**src/rtl/ifetch_axi.sv**
```systemverilog
// rtl/ifetch_axi.sv - single-outstanding AXI4 instruction fetcher feeding an instruction queue
// Redirect, start and hold_reset all flush the queue; an in-flight read is drained and discarded.
module ifetch_axi #(
   parameter int QDEPTH = 4
) (
   input  logic        ACLK,
   input  logic        ARESETN,
   input  logic        start,
   input  logic        hold_reset,
   input  logic [31:0] dram_base,
   input  logic [31:0] entry_pc,
   input  logic        redir_valid,
   input  logic [31:0] redir_pc,
   output logic [31:0] ARADDR,
   output logic        ARVALID,
   input  logic        ARREADY,
   output logic [7:0]  ARLEN,
   output logic [2:0]  ARSIZE,
   output logic [1:0]  ARBURST,
   input  logic [31:0] RDATA,
   input  logic [1:0]  RRESP,
   input  logic        RLAST,
   input  logic        RVALID,
   output logic        RREADY,
   output logic        inst_valid,
   input  logic        inst_ready,
   output logic [31:0] inst_pc,
   output logic [31:0] inst_data,
   output logic        inst_err,
   output logic [31:0] last_pc
);
   localparam int AW = $clog2(QDEPTH);
   localparam logic [AW:0] QFULL = (AW + 1)'(QDEPTH);

   typedef enum logic [2:0] {S_IDLE, S_ADDR, S_DATA, S_DRAIN, S_HALT} state_t;

   state_t        state_q, state_d;
   logic [31:0]   pc_q, pc_d;
   logic [31:0]   araddr_q, araddr_d;
   logic [31:0]   ar_pc_q, ar_pc_d;
   logic [31:0]   last_pc_q, last_pc_d;
   logic          run_q, run_d;
   logic          drain_pend_q, drain_pend_d;
   logic [AW-1:0] wr_ptr_q, wr_ptr_d;
   logic [AW-1:0] rd_ptr_q, rd_ptr_d;
   logic [AW:0]   count_q, count_d;

   logic [31:0]   mem_pc   [QDEPTH];
   logic [31:0]   mem_data [QDEPTH];
   logic          mem_err  [QDEPTH];

   logic          redir_any, flush, fetch_en, ar_hs, r_hs, pop, push, push_err;
   logic [31:0]   redir_tgt;
   logic          unused_rlast;

   // Every read is a single beat, so RLAST carries no information.
   assign unused_rlast = RLAST;

   assign ARLEN      = 8'd0;
   assign ARSIZE     = 3'b010;
   assign ARBURST    = 2'b01;
   assign ARVALID    = (state_q == S_ADDR);
   assign ARADDR     = araddr_q;
   assign RREADY     = (state_q == S_DATA) || (state_q == S_DRAIN);
   assign inst_valid = (count_q != '0);
   assign inst_pc    = inst_valid ? mem_pc[rd_ptr_q]   : 32'd0;
   assign inst_data  = inst_valid ? mem_data[rd_ptr_q] : 32'd0;
   assign inst_err   = inst_valid ? mem_err[rd_ptr_q]  : 1'b0;
   assign last_pc    = last_pc_q;

   always_comb begin
      redir_any    = redir_valid | start;
      redir_tgt    = redir_valid ? redir_pc : entry_pc;
      flush        = redir_any | hold_reset;
      fetch_en     = run_q & ~hold_reset;
      ar_hs        = ARVALID & ARREADY;
      r_hs         = RREADY & RVALID;
      pop          = inst_valid & inst_ready;
      push_err     = (RRESP != 2'b00);
      push         = 1'b0;
      state_d      = state_q;
      pc_d         = redir_any ? redir_tgt : pc_q;
      araddr_d     = araddr_q;
      ar_pc_d      = ar_pc_q;
      drain_pend_d = drain_pend_q;
      run_d        = hold_reset ? 1'b0 : (redir_any ? 1'b1 : run_q);

      case (state_q)
         S_IDLE: begin
            if (!flush && fetch_en && (count_q < QFULL)) begin
               state_d  = S_ADDR;
               araddr_d = (dram_base + pc_q) & 32'hFFFF_FFFC;
               ar_pc_d  = pc_q;
            end
         end
         S_ADDR: begin
            // A flush while ARVALID is up cannot retract the request; remember it and drain later.
            if (ar_hs) begin
               drain_pend_d = 1'b0;
               if (flush || drain_pend_q) begin
                  state_d = S_DRAIN;
               end else begin
                  state_d = S_DATA;
                  pc_d    = pc_q + 32'd4;
               end
            end else if (flush) begin
               drain_pend_d = 1'b1;
            end
         end
         S_DATA: begin
            if (r_hs) begin
               if (flush) begin
                  state_d = S_IDLE;
               end else begin
                  push    = 1'b1;
                  state_d = push_err ? S_HALT : S_IDLE;
               end
            end else if (flush) begin
               state_d = S_DRAIN;
            end
         end
         S_DRAIN: begin
            if (r_hs) state_d = S_IDLE;
         end
         S_HALT: begin
            if (flush) state_d = S_IDLE;
         end
         default: state_d = S_IDLE;
      endcase

      wr_ptr_d  = wr_ptr_q;
      rd_ptr_d  = rd_ptr_q;
      count_d   = count_q;
      last_pc_d = pop ? mem_pc[rd_ptr_q] : last_pc_q;
      if (flush) begin
         wr_ptr_d = '0;
         rd_ptr_d = '0;
         count_d  = '0;
      end else begin
         if (push) wr_ptr_d = wr_ptr_q + 1'b1;
         if (pop)  rd_ptr_d = rd_ptr_q + 1'b1;
         case ({push, pop})
            2'b10:   count_d = count_q + 1'b1;
            2'b01:   count_d = count_q - 1'b1;
            default: count_d = count_q;
         endcase
      end
   end

   always_ff @(posedge ACLK or negedge ARESETN) begin
      if (!ARESETN) begin
         state_q      <= S_IDLE;
         pc_q         <= 32'd0;
         araddr_q     <= 32'd0;
         ar_pc_q      <= 32'd0;
         last_pc_q    <= 32'd0;
         run_q        <= 1'b0;
         drain_pend_q <= 1'b0;
         wr_ptr_q     <= '0;
         rd_ptr_q     <= '0;
         count_q      <= '0;
      end else begin
         state_q      <= state_d;
         pc_q         <= pc_d;
         araddr_q     <= araddr_d;
         ar_pc_q      <= ar_pc_d;
         last_pc_q    <= last_pc_d;
         run_q        <= run_d;
         drain_pend_q <= drain_pend_d;
         wr_ptr_q     <= wr_ptr_d;
         rd_ptr_q     <= rd_ptr_d;
         count_q      <= count_d;
      end
   end

   // Storage is not reset; outputs are masked by inst_valid while the queue is empty.
   always_ff @(posedge ACLK) begin
      if (push) begin
         mem_pc[wr_ptr_q]   <= ar_pc_q;
         mem_data[wr_ptr_q] <= RDATA;
         mem_err[wr_ptr_q]  <= push_err;
      end
   end

endmodule

```
**config.mk**
```make
export PLATFORM = sky130hd
export DESIGN_NAME = ifetch_axi
export DESIGN_NICKNAME = d
export VERILOG_FILES = /design/src/rtl/ifetch_axi.sv
export SDC_FILE = /design/constraint.sdc
export NUM_CORES = 1
export LEC_CHECK = 0
export BUFFER_PORTS_ARGS = -buffer_cell sky130_fd_sc_hd__clkbuf_2
export CAP_MARGIN = 30
export CORE_AREA = 2 2 175 177
export CTS_CLUSTER_SIZE = 40
export DETAILED_ROUTE_END_ITERATION = 6
export DIE_AREA = 0 0 177 179
export PLACE_DENSITY = 0.84
export SYNTH_ARGS = -nofsm -noshare
export SYNTH_HDL_FRONTEND = slang
export SYNTH_SLANG_ARGS = --single-unit
```
**constraint.sdc**
```tcl
create_clock -name ACLK -period 5.7 [get_ports ACLK]
set_input_delay 0.57 -clock ACLK [delete_from_list [all_inputs] [get_ports ACLK]]
set_output_delay 0.57 -clock ACLK [all_outputs]
set_load 0.05 [all_outputs]
```
-- Word-level counts from Yosys, hierarchy flattened
Memory sizes are Yosys's and may differ from the RTL's.
Index checks and enable logic that the tools add are counted.
- bits in registers: 138
- memories kept: 3
- input port bits: 139
- memory bits (writable): 260
- output and inout bits: 145
- magnitude comparators: 1
- $add $sub $neg: 6
- multiplexer cells: 33
- eq/ne operators: 11
- reduce and logical (&&, ||, !) cells: 16
- bitwise gates (word level): 7
- memory list (name ; words ; width ; read ports ; clocked after memory_dff ; wr ports ; RTL line ; RTL):
    mem_data ; 4 ; 32 ; 1 ; 0 ; 1 ; 49 ; logic [31:0] mem_data [QDEPTH];
    mem_pc ; 4 ; 32 ; 1 ; 0 ; 1 ; 48 ; logic [31:0] mem_pc [QDEPTH];
    mem_err ; 4 ; 1 ; 1 ; 0 ; 1 ; 50 ; logic mem_err [QDEPTH];
- operator list (kind ; count):
    $mux W32 ; 7
    $add A32 B3 Y32 const B ; 1
    $add A32 B32 Y32 ; 1
    $mux W3 ; 9
    $pmux W3 S5 ; 1
    $mux W1 ; 11
    $reduce_bool A2 Y1 ; 5
    $mux W2 ; 4
    $eq A3 B2 Y1 const B ; 2
    $ne A2 B2 Y1 const B ; 3
    $pmux W3 S2 ; 1
    $reduce_bool A3 Y1 ; 2
    $reduce_and A5 Y1 ; 1
    $add A2 B1 Y2 const B ; 2
    $and A1 B1 Y1 ; 4
    $reduce_and A2 Y1 ; 2
    $add A3 B1 Y3 const B ; 1
    $eq A3 B1 Y1 const B ; 1
    $eq A3 B3 Y1 const B ; 1
    $logic_not A3 Y1 ; 1
    $lt A3 B3 Y1 const B ; 1
    $ne A3 B3 Y1 const B ; 1
    $sub A3 B1 Y3 const B ; 1
    $eq A2 B1 Y1 const B ; 1
    other kinds (7) ; 10

-- Depth between registers and ports, before layout
Gate-level depths: netlist (run 1).
- word-level depth: 8
- mapped depth: 10

-- Worst setup path before layout (run 1)
Ideal clock, no wire load.
- kind: register to register
- start point: register state_q[1]
- end point: memory mem_data[0][0], enable pin
- period minus slack after synthesis: 3.767 ns
- data arrival time: 3.337 ns
- cell stages (with the launch flop): 5
- data required time: 5.270 ns
- setup time: 0.430 ns
- slack: 1.933 ns
- path through: dfrtp_1 > nor2b_1 > nand2_1 > nor2_2 > and3_1
- longest elaborated chain between the ends: 7
- elaborated cells between the ends (all ways): 8
- those cells by class: 2 x eq/ne; 4 x mux; 1 x bitwise; 1 x reduce/logical
- RTL lines (what ; RTL line ; RTL):
    start, declared ; 37 ; state_t state_q, state_d;
    start signal, assigned ; 163 ; state_q <= state_d;
    $eq A3 B2 Y1 ; 64 ; assign RREADY = (state_q == S_DATA) || (state_q == S_DRAIN);
    $logic_or A1 B1 Y1 (*) ; 64 ;
    named net RREADY ; 24 ; output logic RREADY,
    $and A1 B1 Y1 (*) ; 77 ; r_hs = RREADY & RVALID;
    $mux W1 (*) ; 111 ; if (r_hs) begin
    $mux W1 (*) ; 88 ; case (state_q)
    $mux W1 (*) ; 178 ; if (push) begin
    $mux W1 (not written as such) (*) ; 180 ; mem_data[wr_ptr_q] <= RDATA;
    end, declared ; 49 ;
The timed path passes the listed nets; every way through them passes the cells marked *.

-- Worst setup path after layout (run 1)
- start point: register rd_ptr_q[0]
- end point: output inst_data[31]
- longest elaborated chain between the ends: 2
- RTL lines (what ; RTL line ; RTL):
    start, declared ; 45 ; logic [AW-1:0] rd_ptr_q, rd_ptr_d;
    start signal, assigned ; 171 ; rd_ptr_q <= rd_ptr_d;
    $mem_v2 Z4 W32 ; - ;
    $mux W32 ; 67 ; assign inst_data = inst_valid ? mem_data[rd_ptr_q] : 32'd0;
    end, declared ; 28 ; output logic [31:0] inst_data,
No other way between the ends.

==> key figures, run 1 <==
Synthesis
  • Mapped Area: about 18000 sq um
  • #FFs+latches synth: 398
  • Synth top area share: 0.436
  • Asr flop ratio synth: 0.347
  • Sequential area share after synthesis: 0.629
  • Synth Instances: about 1300
  • Yosys top cell by area: edfxtp_1
  • EDFF count, synth: 260
  • Avg Inst Size Synth: between 10 and 15 sq um
  • Ys flop type: edfxtp_1
  • Area contributors post-synth: edfxtp_1 (44%), dfrtp_1 (19%), mux4_2 (8.2%)
  • Distinct cells, synth: 67
  • Synth warnings: 0

STA
  • Slew headroom: 0.396
  • Pins Over Slew Limit: 0
  • RSZ-0062 raised after global routing: no
  • Clock skew: 0.0158 ns
  • Maximum clock frequency: 269 MHz
  • Final hold vios: 0
  • Setup tns final: 0 ns
  • Final setup viols: 0
  • Crit share post-route: 0.652
  • Least-Margin Pin Slew: ~0.9 ns
  • Hold_ws: a little under 0.08 ns
  • Minimum clock period: about 3.7 ns

Floorplanning
  • Die width: 177 um
  • Rows: 64
  • Die outline area: approximately 32000 sq um
  • Die Y: roughly 180 um
  • Initial Util: 0.596
  • # IOs: roughly 280
  • Core Area: approximately 30000 sq um

Clock tree
  • CTS clk-pin slew, worst paths: roughly 0.06 ns
  • Post-cts sizing count: 0
  • Cts hold-fix bufs: 0
  • CTS Buf Count: between 40 and 50
  • CTS tree: built
  • CTS Buffer Depth: 3
  • Root buffer cell: clkbuf_16
  • Clock Sinks: 398
  • CTS H-tree depth: 2
  • Clock Latency Late Sink: 0.52 ns
  • Setup Buffers After CTS: 0

Global route
  • Number of global-route vias before repair: 11200
  • First-pass GRT wire length: a little over 60000 um
  • Largest net degree at the start of global routing: roughly 80
  • Gr usage total: 0.252
  • Congestion Overflow GR: 0
  • Initial antenna violation count: 0

Critical path
  • Worst reg2reg endpoint: ARADDR[28]$_DFFE_PN0P_
  • Slowest-stage cell, CP: dfrtp_4
  • Flop2flop setup slack: 2.99 ns
  • Required @ worst endpoint: 5.13 ns
  • Crit-path cells: buf_4 -> mux4_2 -> and2_1 -> clkbuf_2
  • Worst flop-to-flop path startpoint: pc_q[9]$_DFF_PN0_
  • Worst path top cell family by delay: flip-flops
  • Worst stage delay on the critical path: 1.00 ns
  • Critical Path AT: about 3.1 ns
  • WS Path Type: reg -> out
  • Worst setup SP type: flop
  • Buffers & Inverters on Critical Path: 2
  • Crit. End Element: primary output
  • R2R depth: 8
  • CP Max Fanout: 43

Place
  • Placed insts: between 1500 and 2000
  • I/O Buffers: 267
  • Final RePlAce weighted congestion: 0.875
  • DPL Wire Length: about 26000 um

Run
  • # Max-Cap Violations: 0

Routing
  • Vias/cell: 5.70
  • Iter 0 DRT Violations: 910
  • Vias: 11300
  • Initial DRT Pass Iterations: 7
  • Drt wl/cell: between 15 and 20 um
  • Final WL: approximately 39000 um
  • DRT antenna net count: 0
  • Drt drc: 0

Pwr
  • Switching pwr: roughly 2.7 mW
  • Sequential Power Share: 0.464
  • Sw frac: 0.320
  • Pwr/cell area: 402 nW/um^2
  • Internal power: around 5.7 mW
  • Worst VDD drop: 0.000412 V
  • Logic pwr share: 0.210
  • Power consumption: between 8 and 9 mW
  • Clock network power share: 0.326
  • Leak pwr: about 8.6 nW

Final layout
  • Share of cells above drive strength 1: 0.290
  • Fin cells: a little under 2000
  • Layout Area Growth over Synthesis: 17.3%
  • Register area: ~11000 sq um
  • Area of the multi-input gates: around 6300 sq um
  • ANT cells: 0
  • Final nets: between 1500 and 2000
  • Fillcell total: 2125

Worst hold path
  • Worst min-delay path category: in -> async

Outcome
  • Run status: finished, final reports clean
## layer usage
layer	track usage	share of wire	vias to the layer above
li1	-	-	5285
met1	0.362	0.44	5571
met2	0.410	0.48	407
met3	0.0433	0.067	53
met4	0.0558	0.017	0
met5	0	0	-
## power by group through the flow
stage / clock network [mW] / registers [mW] / logic [mW]
after detailed placement: 0 / 3.96 / 1.77
after global routing: 2.92 / 3.97 / 1.90
after CTS: 2.80 / 3.91 / 1.78
after floorplan: 0 / 4.47 / 0.710
final: 2.75 / 3.92 / 1.77
after global placement: 0 / 3.93 / 1.73
## logic make-up after synthesis
family | synth area share
compound gates | 0.0617
simple gates | 0.107
mux | 0.122
flops | 0.629
fa+ha+maj | 0.0256
other cells | 0.000420
buf+inv | 0.0250
xor+xnor | 0.0284
## flip-flops by register name (all words and copies together), names as in the netlist
signal and flops:
wr_ptr_q 2, pc_q 32, rd_ptr_q 2, drain_pend_q 1, ar_pc_q 32, mem_data 128
state_q 3, last_pc 32, run_q 1, mem_err 4, count_q 3, ARADDR 30
mem_pc 128
## cell usage after synthesis, types with 5 or more instances
master / instances
a21o_1: 7
a21oi_1: 32
a31oi_1: 5
and2_1: 68
and3_1: 17
buf_2: 21
buf_4: 16
clkbuf_1: 42
dfrtp_1: 138
edfxtp_1: 260
ha_1: 35
inv_1: 11
mux2_2: 33
mux2i_1: 35
mux4_2: 65
nand2_1: 209
nand2b_1: 5
nand3_1: 18
nand4_1: 16
nor2_1: 26
nor2b_1: 5
nor3_1: 11
o211ai_1: 5
o21ai_0: 100
o21ai_1: 5
xnor2_1: 23
xor2_1: 35
## placed cells by master (no fill, tap or decap), types with 8 or more instances in the layout
cell type and n:
a21oi_1 32, and2_1 68, and3_1 13, buf_4 9, clkbuf_1 8, clkbuf_16 41, clkbuf_2 266, conb_1 15
dfrtp_1 136, edfxtp_1 260, ha_1 35, inv_1 11, mux2_2 33, mux2i_1 35, mux4_2 65, nand2_1 208
nand3_1 18, nand4_1 16, nor2_1 26, nor3_1 11, o21ai_0 100, xnor2_1 23, xor2_1 35
## worst max path at each step
stage | startpoint | to | slack, ns | cells past startpoint
after floorplan | state_q[1]$_DFFE_PN0P_ | mem_data[0][0]$_DFFE_PP_ | 1.93 | 4
after global placement | rd_ptr_q[0]$_DFFE_PN0P_ | inst_pc[31] | 2.46 | 4
after detailed placement | rd_ptr_q[0]$_DFFE_PN0P_ | inst_data[31] | 2.43 | 4
after CTS | rd_ptr_q[0]$_DFFE_PN0P_ | inst_data[31] | 1.87 | 4
after global routing | rd_ptr_q[0]$_DFFE_PN0P_ | inst_data[31] | 1.74 | 4
final | rd_ptr_q[0]$_DFFE_PN0P_ | inst_data[31] | 1.99 | 4
## final cells by class
class | instances | area share
Inverter | 11 | 0.00197
Multi-Input combinational cell | 824 | 0.299
Tap cell | 396 | 0.0236
Clock buffer | 52 | 0.0523
Clock inverter | 23 | 0.0140
Sequential cell | 398 | 0.537
Timing Repair Buffer | 281 | 0.0727
## stage by stage
step / area, sq um / setup slack (ns) / util
2_1_floorplan: 17900 / 1.93 / -
3_3_place_gp: 19500 / 2.46 / 0.649
3_5_place_dp: 19600 / 2.43 / 0.652
4_1_cts: 21000 / 1.87 / 0.698
5_1_grt: 21000 / 1.74 / 0.699
6_report: 21000 / 1.99 / 0.699
No activity file was read; power rests on OpenSTA's default activity.
==> run 2, diff against run 1 <==
--- a/config.mk
+++ b/config.mk
@@ -7,11 +7,11 @@
 export LEC_CHECK = 0
 export BUFFER_PORTS_ARGS = -buffer_cell sky130_fd_sc_hd__clkbuf_2
 export CAP_MARGIN = 30
-export CORE_AREA = 2 2 175 177
+export CORE_AREA = 2 2 181 183
 export CTS_CLUSTER_SIZE = 40
 export DETAILED_ROUTE_END_ITERATION = 6
-export DIE_AREA = 0 0 177 179
-export PLACE_DENSITY = 0.84
+export DIE_AREA = 0 0 183 185
+export PLACE_DENSITY = 0.79
 export SYNTH_ARGS = -nofsm -noshare
 export SYNTH_HDL_FRONTEND = slang
 export SYNTH_SLANG_ARGS = --single-unit
==> constraint.sdc (replaced) <==
create_clock -name ACLK -period 3.7 [get_ports ACLK]
set_input_delay 0.37 -clock ACLK [delete_from_list [all_inputs] [get_ports ACLK]]
set_output_delay 0.37 -clock ACLK [all_outputs]
set_load 0.05 [all_outputs]
==> key figures, run 2 (synthesis results as in run 1) <==
Pwr
  • Logic pwr share: 0.215
  • Leak pwr: around 8.6 nW
  • Clock network power share: 0.308
  • Internal power: around 8.5 mW
  • Worst VDD drop: between 0.0006 and 0.0007 V
  • Switching pwr: between 4 and 5 mW
  • Sw frac: 0.329
  • Sequential Power Share: 0.477
  • Pwr/cell area: between 600 and 700 nW/um^2

Final layout
  • Final nets: roughly 1700
  • Share of cells above drive strength 1: 0.287
  • Fin cells: between 2000 and 2500
  • Layout Area Growth over Synthesis: 16.9%
  • Regs by FF count: mem_data x128, mem_pc x128
  • Area of the multi-input gates: between 6000 and 7000 sq um
  • Register area: between 10000 and 15000 sq um
  • Fillcell total: 2381
  • Most common cell after layout, fill and taps aside: clkbuf_2
  • Commonest cells after routing, fill and taps aside: clkbuf_2 (266), edfxtp_1 (260), nand2_1 (208)

STA
  • Final worst-path setup slack: a little under 0.8 ns
  • RSZ-0062 raised after global routing: no
  • Final setup viols: 0
  • Slew headroom: 0.383
  • Setup tns final: 0 ns
  • Pins Over Slew Limit: 0
  • Final hold vios: 0
  • Crit share post-route: 0.787
  • Maximum clock frequency: roughly 340 MHz
  • Clock skew: between 0.015 and 0.02 ns
  • Least-Margin Pin Slew: 0.919 ns
  • Minimum clock period: 2.91 ns

Floorplanning
  • Die outline area: 33900 sq um
  • Die Y: approximately 190 um
  • # IOs: 284
  • Rows: 66
  • Core Area: 32000 sq um
  • Initial Util: 0.559
  • Die width: between 150 and 200 um

Routing
  • Vias: 11300
  • Vias/cell: roughly 5.7
  • Final WL: 39300 um
  • Drt drc: 0
  • Initial DRT Pass Iterations: 5
  • Iter 0 DRT Violations: 856
  • Drt wl/cell: roughly 20 um
  • DRT antenna net count: 0

Clock tree
  • Root buffer cell: clkbuf_16
  • CTS Buf Count: between 40 and 50
  • Clock Sinks: 398
  • Post-cts sizing count: 0
  • Cts hold-fix bufs: 1
  • CTS clk-pin slew, worst paths: roughly 0.06 ns
  • CTS H-tree depth: 2
  • CTS Buffer Depth: 3
  • Clock Latency Late Sink: about 0.53 ns
  • CTS tree: built
  • Setup Buffers After CTS: 0

Run
  • # Max-Cap Violations: 0

Critical path
  • Critical Path AT: about 2.5 ns
  • WS Path Type: reg -> out
  • Flop2flop setup slack: 1.01 ns
  • Critical Path Source: rd_ptr_q[1]$_DFFE_PN0P_
  • Worst stage delay on the critical path: around 0.8 ns
  • Worst setup SP type: flop
  • Required @ worst endpoint: 3.33 ns
  • Slowest-stage cell, CP: dfrtp_2
  • Crit-path cells: buf_12 -> mux4_2 -> and2_1 -> clkbuf_2
  • Worst flop-to-flop path startpoint: count_q[0]$_DFFE_PN0P_
  • CP Max Fanout: 41
  • Crit. End Element: primary output

Worst hold path
  • Hold_sp: hold_reset
  • Worst min-delay path category: in -> reg

Place
  • DPL Wire Length: 26400 um
  • Worst Setup Slack post-DPL: a little under 1 ns
  • Final RePlAce weighted congestion: ~0.9
  • I/O Buffers: around 270
  • Placed insts: slightly below 2000

Global route
  • Number of global-route vias before repair: between 10000 and 15000
  • Largest net degree at the start of global routing: between 90 and 100
  • Congestion Overflow GR: 0
  • First-pass GRT wire length: about 61000 um
  • Initial antenna violation count: 1
  • Gr usage total: 0.234

Outcome
  • Run status: finished, final reports clean
## run 2: cell types whose count changed in the layout (fill, tap and decap cells not counted), sizes merged, moves of 2 or more
| cell | previous run | this run |
|---|---|---|
| bufinv | 7 | 2 |
| buf | 15 | 18 |
| clkbuf | 318 | 321 |
| diode | 0 | 3 |
| clkinvlp | 0 | 2 |
| inv | 14 | 12 |
## run 2: layer usage
| metal | up-vias | GRT usage | wire (um) |
|---|---|---|---|
| li1 | 5307 | - | - |
| met1 | 5557 | 0.334 | 17300 |
| met4 | 0 | 0.0499 | 563 |
| met5 | - | 0 | 0 |
| met2 | 410 | 0.382 | 18500 |
| met3 | 48 | 0.0442 | 2930 |
## run 2: power by group through the flow
| stage | clock network [mW] | logic [mW] | registers [mW] |
|---|---|---|---|
| 3_3_place_gp | 0 | 2.66 | 6.07 |
| 4_1_cts | 3.97 | 2.73 | 6.04 |
| 2_1_floorplan | 0 | 1.09 | 6.88 |
| 3_5_place_dp | 0 | 2.72 | 6.12 |
| 5_1_grt | 4.17 | 2.92 | 6.13 |
| 6_report | 3.90 | 2.72 | 6.04 |
## run 2: worst max-delay path, delay by kind of cell, from the launching register on
kind / cells / cell delay (ns)
muxes: 1 / 0.38
DFF: 1 / 0.82
and+or+nand+nor: 1 / 0.21
buffers and inverters: 2 / 0.59
## run 2: cell type report
cell class / count / area share
flip-flops and latches: 398 / 0.539
repair buffers: 285 / 0.0744
inverters: 11 / 0.00197
clock buffers: 55 / 0.0526
multi-input cells: 824 / 0.300
diodes: 3 / 0.000359
well taps: 408 / 0.0244
clock inverters: 19 / 0.00802
## run 2: final timing paths
kind	end	cells past startpoint
setup reg to reg	count_q[2]$_DFFE_PN0P_	9
hold / removal	run_q$_DFFE_PN0P_	2
setup / recovery	inst_pc[2]	4
min in group asynchronous	ARADDR[27]$_DFFE_PN0P_	2
max in group asynchronous	last_pc[16]$_DFFE_PN0P_	3
hold reg to reg	ARADDR[20]$_DFFE_PN0P_	2
## run 2: through the flow
stage | hold slack [ns] | power, mW | area (sq um) | util
finish | 0.0353 | 12.7 | 20900 | 0.653
global route | 0.0146 | 13.2 | 20900 | 0.653
CTS | 0.0177 | 12.7 | 20900 | 0.653
detailed placement | 0.472 | 8.84 | 19600 | 0.613
global placement | 0.468 | 8.73 | 19600 | 0.613
floorplan | 0.0744 | 7.97 | 17900 | -
